**config.mk**
```make
export PLATFORM = sky130hd
export DESIGN_NAME = regfile_sb
export DESIGN_NICKNAME = d
export VERILOG_FILES = /design/src/rtl/regfile_sb_pkg.sv /design/src/rtl/regfile_sb_scoreboard.sv /design/src/rtl/regfile_sb.sv
export SDC_FILE = /design/constraint.sdc
export NUM_CORES = 2
export LEC_CHECK = 0
export CAP_MARGIN = 0
export CORE_ASPECT_RATIO = 1.5
export CORE_UTILIZATION = 40
export CTS_CLUSTER_SIZE = 28
export DETAILED_ROUTE_END_ITERATION = 8
export PLACE_DENSITY = 0.6
export SLEW_MARGIN = 20
export SYNTH_ARGS = -nofsm -noshare
export SYNTH_HDL_FRONTEND = slang
export SYNTH_HIERARCHICAL = 1
export SYNTH_SLANG_ARGS = --single-unit
```
**constraint.sdc**
```tcl
create_clock -name clk -period 6.75 [get_ports clk]
set_input_delay 1.35 -clock clk [delete_from_list [all_inputs] [get_ports clk]]
set_output_delay 1.35 -clock clk [all_outputs]
set_load 0.01 [all_outputs]
```
**src/rtl/regfile_sb_pkg.sv**
```systemverilog
// Shared constants for the scoreboarded register file.
// Default geometry and register-index helpers.
package regfile_sb_pkg;

  localparam int XLEN_DEF  = 32;
  localparam int NREGS_DEF = 32;
  localparam int ZERO_REG  = 0;

  function automatic int aw_of(input int n);
    return $clog2(n);
  endfunction

endpackage

```
**src/rtl/regfile_sb_scoreboard.sv**
```systemverilog
// Per-register busy bits for pending writes.
// A set and a clear of the same register in one cycle resolves to set.
module reg_scoreboard
  import regfile_sb_pkg::*;
#(
  parameter int NREGS = NREGS_DEF,
  localparam int AW   = aw_of(NREGS)
) (
  input  logic          clk,
  input  logic          rst_n,
  input  logic          set_en,
  input  logic [AW-1:0] set_idx,
  input  logic          clr_en,
  input  logic [AW-1:0] clr_idx,
  input  logic [AW-1:0] q_idx1,
  input  logic [AW-1:0] q_idx2,
  output logic          busy1,
  output logic          busy2
);

  logic [NREGS-1:0] busy;

  // set (newer producer) beats clear; r0 never busy
  always_ff @(posedge clk or negedge rst_n) begin
    if (!rst_n) begin
      busy <= '0;
    end else begin
      busy[0] <= 1'b0;
      for (int i = 1; i < NREGS; i++) begin
        if (set_en && set_idx == AW'(i))
          busy[i] <= 1'b1;
        else if (clr_en && clr_idx == AW'(i))
          busy[i] <= 1'b0;
      end
    end
  end

  assign busy1 = busy[q_idx1];
  assign busy2 = busy[q_idx2];

endmodule

```
**src/rtl/regfile_sb.sv**
```systemverilog
// 2R/1W register file with busy scoreboard,
// write-back bypass and a selectable debug tap.
module regfile_sb
  import regfile_sb_pkg::*;
#(
  parameter int XLEN    = XLEN_DEF,
  parameter int NREGS   = NREGS_DEF,
  parameter bit BYPASS  = 1'b1,
  parameter int DBG_RST = 31,
  localparam int AW     = aw_of(NREGS)
) (
  input  logic            clk,
  input  logic            rst_n,
  input  logic [AW-1:0]   rs1,
  input  logic [AW-1:0]   rs2,
  output logic [XLEN-1:0] rv1,
  output logic [XLEN-1:0] rv2,
  input  logic            we,
  input  logic [AW-1:0]   rd,
  input  logic [XLEN-1:0] indata,
  input  logic            issue_valid,
  input  logic [AW-1:0]   issue_rd,
  output logic            rs1_busy,
  output logic            rs2_busy,
  input  logic            dbg_sel_we,
  input  logic [AW-1:0]   dbg_sel_in,
  output logic [XLEN-1:0] dbg_data
);

  localparam logic [AW-1:0] ZIDX = AW'(ZERO_REG);

  logic [XLEN-1:0] rf [NREGS];
  logic [AW-1:0]   dbg_sel;
  logic            fwd1;
  logic            fwd2;
  logic            sb_busy1;
  logic            sb_busy2;

  // architectural array; r0 writes dropped
  always_ff @(posedge clk or negedge rst_n) begin
    if (!rst_n) begin
      for (int i = 0; i < NREGS; i++)
        rf[i] <= '0;
    end else if (we && rd != ZIDX) begin
      rf[rd] <= indata;
    end
  end

  // debug tap select register
  always_ff @(posedge clk or negedge rst_n) begin
    if (!rst_n)
      dbg_sel <= AW'(DBG_RST);
    else if (dbg_sel_we)
      dbg_sel <= dbg_sel_in;
  end

  assign fwd1 = BYPASS && we && rd == rs1;
  assign fwd2 = BYPASS && we && rd == rs2;

  // read ports with write-back forwarding
  always_comb begin
    rv1 = rf[rs1];
    rv2 = rf[rs2];
    if (fwd1) rv1 = indata;
    if (fwd2) rv2 = indata;
    if (rs1 == ZIDX) rv1 = '0;
    if (rs2 == ZIDX) rv2 = '0;
  end

  assign dbg_data = rf[dbg_sel];

  reg_scoreboard #(
    .NREGS(NREGS)
  ) u_sb (
    .clk    (clk),
    .rst_n  (rst_n),
    .set_en (issue_valid && issue_rd != ZIDX),
    .set_idx(issue_rd),
    .clr_en (we),
    .clr_idx(rd),
    .q_idx1 (rs1),
    .q_idx2 (rs2),
    .busy1  (sb_busy1),
    .busy2  (sb_busy2)
  );

  assign rs1_busy = sb_busy1 && !fwd1;
  assign rs2_busy = sb_busy2 && !fwd2;

endmodule
```
## Yosys cells after proc, flatten, opt, wreduce, memory -nomap -nowiden

Cells that the tools add are included.

- Add/sub/neg operators: 0
- $mul: 0
- Div/mod/pow operators: 0
- Order comparisons: 7
- Equality and inequality tests: 64
- Shifts and indexed selects: 0
- Muxes and demuxes: 82
- Bitwise logic cells: 4
- Reductions and logical operators: 106

Operators with widths:

| kind | count |
|---|---|
| $bwmux 1024 | 1 |
| $bmux 32 s5 | 3 |
| $mux 32 | 11 |
| $demux 32 s5 | 1 |
| $eq 5x5->1 const B | 32 |
| $eq 5x4->1 const B | 16 |
| $logic_and 1x1->1 | 69 |
| $mux 1 | 64 |
| $reduce_bool 2->1 | 31 |
| $eq 5x3->1 const B | 8 |
| $ge 6x6->1 const B | 4 |
| $not 5->6 | 4 |
| $eq 5x2->1 const B | 4 |
| $lt 5x6->1 const B | 2 |
| $bmux 1 s5 | 2 |
| $eq 5x1->1 const B | 2 |
| $eq 5x5->1 | 2 |
| $logic_not 5->1 | 2 |
| $reduce_bool 5->1 | 2 |
| $lt 6x1->1 const B | 1 |
| $logic_not 1->1 | 2 |

- Bits in registers: 1060
- Bits in latches: 0
- RAM bits: 0
- Bits in read-only memories: 0
- Bits of input ports: 62
- Word-level logic and storage cells: 327
- Memories: 0

## Depth between registers and ports, before layout

- Depth in word-level cells: 6
- Gate-level depth with buffers: 10
- Depth with buffers taken out: 5

## By module

Netlist, hierarchy kept.

Modules (own cells, without submodules):

| module | times used | cells each | area an instance (µm²) |
|---|---|---|---|
| regfile_sb | 1 | 4080 | 62256.0 |
| reg_scoreboard | 1 | 202 | 1916.8 |

## Least setup slack after synthesis

Ideal clock, no wire load.

- Kind: input port to output port
- Start point: in rs1[0]
- End point: out rv1[0]
- Data arrival time: 3186 ps
- Required time: 5400 ps
- Path slack: 2214 ps
- Stages on the path: 8
- Path buffers: 4
- Cell sequence: buf_2 > buf_6 > buf_6 > buf_2 > mux4_2 > a22oi_1 > nand2_1 > a221o_1

- Word-level cells in the longest chain between the ends: 6

RTL lines:

| element | RTL line | source |
|---|---|---|
| start, declared | regfile_sb.sv:14 | `input logic [AW-1:0] rs1,` |
| $not 5->6 (not written as such) | regfile_sb.sv:62 | `rv1 = rf[rs1];` |
| $bmux 32 s5 | regfile_sb.sv:62 |  |
| $mux 32 (not written as such) (2 in a row) | regfile_sb.sv:62 |  |
| $mux 32 | regfile_sb.sv:64 | `if (fwd1) rv1 = indata;` |
| $mux 32 (*) | regfile_sb.sv:66 | `if (rs1 == ZIDX) rv1 = '0;` |
| end, declared | regfile_sb.sv:16 | `output logic [XLEN-1:0] rv1,` |

Every way passes the cells marked *; elsewhere a longest branch is shown, timed or not. The select of a mux whose other input is x is not followed.

## Final worst setup path

- Start point: in rs1[1]
- End point: out rv1[8]

The elaborated chain is that of the path after synthesis.

==> flow_metrics.py <==
metrics = {
    "synth": {
        "yosysWarnings": 6,
        "synthCells": 4282,
        "synth-edff-count": 0,
        "synth_area_per_cell_sq_um": 15.0,
        "synth_cell_types": 60,
        "ys_async_sr_fraction_pct": 100,
        "syn-cell-area_sq_mm": 0.0642,
        "ys_seq_area_share_pct": 41.3,
        "synth_nets": 4344,
        "synth_ff_type": "dfrtp_1",
        "ys_seq_elements": 1060,
    },
    "global_routing": {
        "grt_first_pass_wirelength_um": 345000,
        "grt_max_degree": 165,
        "use_met2_pct": 47.7,
        "use_met3_pct": 5.02,
        "grt_overflow": 0,
        "antenna_found_initial": 6,
        "grt_pass1_vias": 45300,
        "grt.total_usage_pct": 29.8,
        "busiest_layer": "met2",
        "gr-usage-met1_pct": 39.3,
    },
    "setup_path": {
        "crit_top_cell": "buf_4",
        "cp-end-kind": "output pin",
        "crit_buf_inv": 4,
        "slowest_delay_ps": 710,
        "worst_r2r_path_depth": 1,
        "worst_r2r_endpoint": "dbg_sel[4]",
        "worstSetupPathType": "in -> out",
        "crit_chain": "clkbuf_8 -> buf_4 -> nor3_2 -> buf_4 -> a22o_1 -> a2111oi_0 -> o221a_2 -> clkdlybuf4s50_1",
        "rrSetupSlack_ps": 5040,
        "critPathLaunchType": "primary input",
        "worstReg2RegStart": "dbg_sel[4]",
        "path_max_fanout": 25,
        "cpMaxStageDelayCell": "a2111oi_0",
        "worstPathArrival_ps": 4640,
        "required_ps": 5400,
        "crit_family": "buffers and inverters",
    },
    "cts": {
        "hold_buffers": 0,
        "cts.sinks": 1060,
        "clk-insertion-delay-late_ps": 740,
        "cts_tree": "yes",
        "cts_max_path_buffers": 3,
        "root_buffer": "clkbuf_16",
        "h-tree-depth": 3,
        "clk_pin_slew_worst_paths_ps": 60,
        "post_cts_resized": 0,
        "cts_buffers": 108,
        "cts_setup_buffers": 0,
    },
    "cells_and_area": {
        "register_area_sq_mm": 0.0266,
        "fin_area_sq_mm": 0.0720,
        "final_nets": 4307,
        "final_layout_size_suffix_gt1_share_pct": 53.2,
        "synthToLayoutAreaGrowth_pct": 12.2,
        "multi_input_area_sq_mm": 0.0358,
        "fill_cells": 14100,
        "fin_util_pct": 45.3,
    },
    "timing": {
        "fmax_mhz": 167,
        "hold-worst-slack_ps": 419,
        "worst_slack_ps": 763,
        "worst_pin_slew_ps": 1250,
        "final.setup_skew_ps": 0,
        "fin_crit_ps": 5990,
        "setup_viol": 0,
        "post-route-period-util_pct": 88.7,
        "rsz0062_at_grt": "false",
        "hold_viol_final": 0,
        "relSlewSlack_pct": 16.7,
        "slew_viol_final": 0,
        "tns_ps": 0,
    },
    "worst_hold_path": {
        "min_delay_path_depth": 0,
        "hp-start": "rf[998]",
        "min_to": "rf[998]",
        "min_path_type": "reg -> reg",
    },
    "detailed_routing": {
        "drt_iter0_drc": 4585,
        "wirelength_um": 241000,
        "vias": 44600,
        "ant_nets": 0,
        "drc": 26,
        "detail_route.wl_per_cell_um": 37.5,
        "drt-vias-per-instance": 6.95,
        "drt_pass1_iterations": 7,
    },
    "floorplanning": {
        "die_width_um": 329,
        "start_util_pct": 40.4,
        "die_h_um": 493,
        "fp.coreArea_sq_mm": 0.159,
        "dieArea_sq_mm": 0.162,
        "num_rows": 179,
        "boundaryPins": 160,
    },
    "place": {
        "post-place-ws_ps": 881,
        "place.gp.congestion": 0.870,
        "hpwl_um": 145000,
        "dpl_cell_area_sq_mm": 0.0686,
        "port-buffer-count": 159,
    },
    "power_and_ir_drop": {
        "p_leak_nw": 29.5,
        "p_per_area_mw_per_mm2": 285,
        "peakVddDrop_mv": 0.208,
    },
    "run": {
        "cap_violations": 0,
    },
    "status": {
        "violations": "design-rule violations",
        "status": "finished with violations",
    },
}
## layer usage
layer  vias to the layer above  share of wire [%]
met1                     24600                 39
met5                         -              0.010
met2                      2354                 48
met4                         4                5.5
met3                       568                7.6
li1                      17100                  -
## report_power, final
group          internal (mW)  switching (mW)
clock                   3.43            2.71
sequential              7.57            1.24
combinational           3.36            2.25
## cells in the mapped netlist (all sizes together) (3+ instances only)
| library cell | count | area share (%) |
|---|---|---|
| nand3b | 12 | 0.14 |
| clkbuf | 287 | 1.7 |
| o221ai | 13 | 0.18 |
| mux4 | 782 | 27 |
| o31ai | 8 | 0.094 |
| a221o | 13 | 0.20 |
| a22oi | 56 | 0.66 |
| a31oi | 8 | 0.078 |
| buf | 217 | 1.8 |
| dfstp | 5 | 0.20 |
| a32o | 32 | 0.50 |
| a22o | 3 | 0.041 |
| nand4 | 6 | 0.058 |
| nor4 | 9 | 0.097 |
| inv | 3 | 0.018 |
| a221oi | 5 | 0.068 |
| nor3 | 5 | 0.039 |
| a2111oi | 7 | 0.096 |
| o2111ai | 6 | 0.082 |
| or2 | 8 | 0.078 |
| and2 | 3 | 0.029 |
| mux2 | 1074 | 19 |
| o21ai | 75 | 0.58 |
| mux2i | 112 | 1.7 |
| o22ai | 155 | 1.5 |
| dfrtp | 1055 | 41 |
| o211ai | 4 | 0.047 |
| nor3b | 6 | 0.078 |
| nand4b | 4 | 0.055 |
| nand3 | 22 | 0.17 |
| a211oi | 5 | 0.058 |
| xnor2 | 8 | 0.11 |
| nand2 | 56 | 0.33 |
| nor2 | 123 | 0.72 |
| a311oi | 3 | 0.041 |
| nand2b | 14 | 0.14 |
| nor2b | 17 | 0.17 |
| o221a | 14 | 0.25 |
| or3b | 3 | 0.041 |
| a21oi | 27 | 0.21 |
## layout by cell type, fill, tap and decap left out, types with 27 or more instances in the layout
| cell | count |
|---|---|
| mux2_2 | 1066 |
| dfrtp_1 | 1055 |
| a32o_1 | 32 |
| nand2_1 | 39 |
| mux4_2 | 779 |
| mux2i_1 | 112 |
| clkbuf_1 | 32 |
| buf_12 | 42 |
| clkbuf_16 | 111 |
| nor2_1 | 103 |
| o21ai_0 | 74 |
| o22ai_1 | 155 |
| clkdlybuf4s50_1 | 141 |
| buf_4 | 155 |
| a21oi_1 | 27 |
| a22oi_1 | 56 |
## registers in the layout, indices dropped and copies added, names as in the netlist
name,flops
rf,1024
u_sb/busy,31
dbg_sel,5
## layout make-up
type,instances,area share [%]
well taps,2081,3.61
diodes,5,0.0174
multi-input cells,2714,49.6
clock inverters,31,0.417
clock buffers,164,4.42
repair buffers,357,5.01
inverters,4,0.0208
flip-flops and latches,1060,36.9
## worst max path at each step
stage                     cells past startpoint   start  slack (ps)      to
after floorplan                               8  rs1[0]        2210  rv1[0]
after global placement                        8  rs1[1]         860  rv1[8]
after detailed placement                      8  rs1[2]         880  rv1[8]
after CTS                                     8  rs1[2]         870  rv1[8]
after global routing                          8  rs1[2]         700  rv1[8]
final                                         8  rs1[1]         760  rv1[8]
## cells by family after synthesis
logic type,share of synthesized area [%]
multiplexers,48.1
XOR/XNOR,0.136
AND/OR/NAND/NOR,2.21
AO/OA/AOI/OAI,4.80
buffers and inverters,3.45
flip-flops,41.3
## through the flow
step                power (mW)  cells
floorplan                 12.4   4282
global placement          14.3   6214
detailed placement        14.5   6216
CTS                       20.6   6411
global route              21.3   6412
finish                    20.6   6416
(Power assumes the default switching activity.)
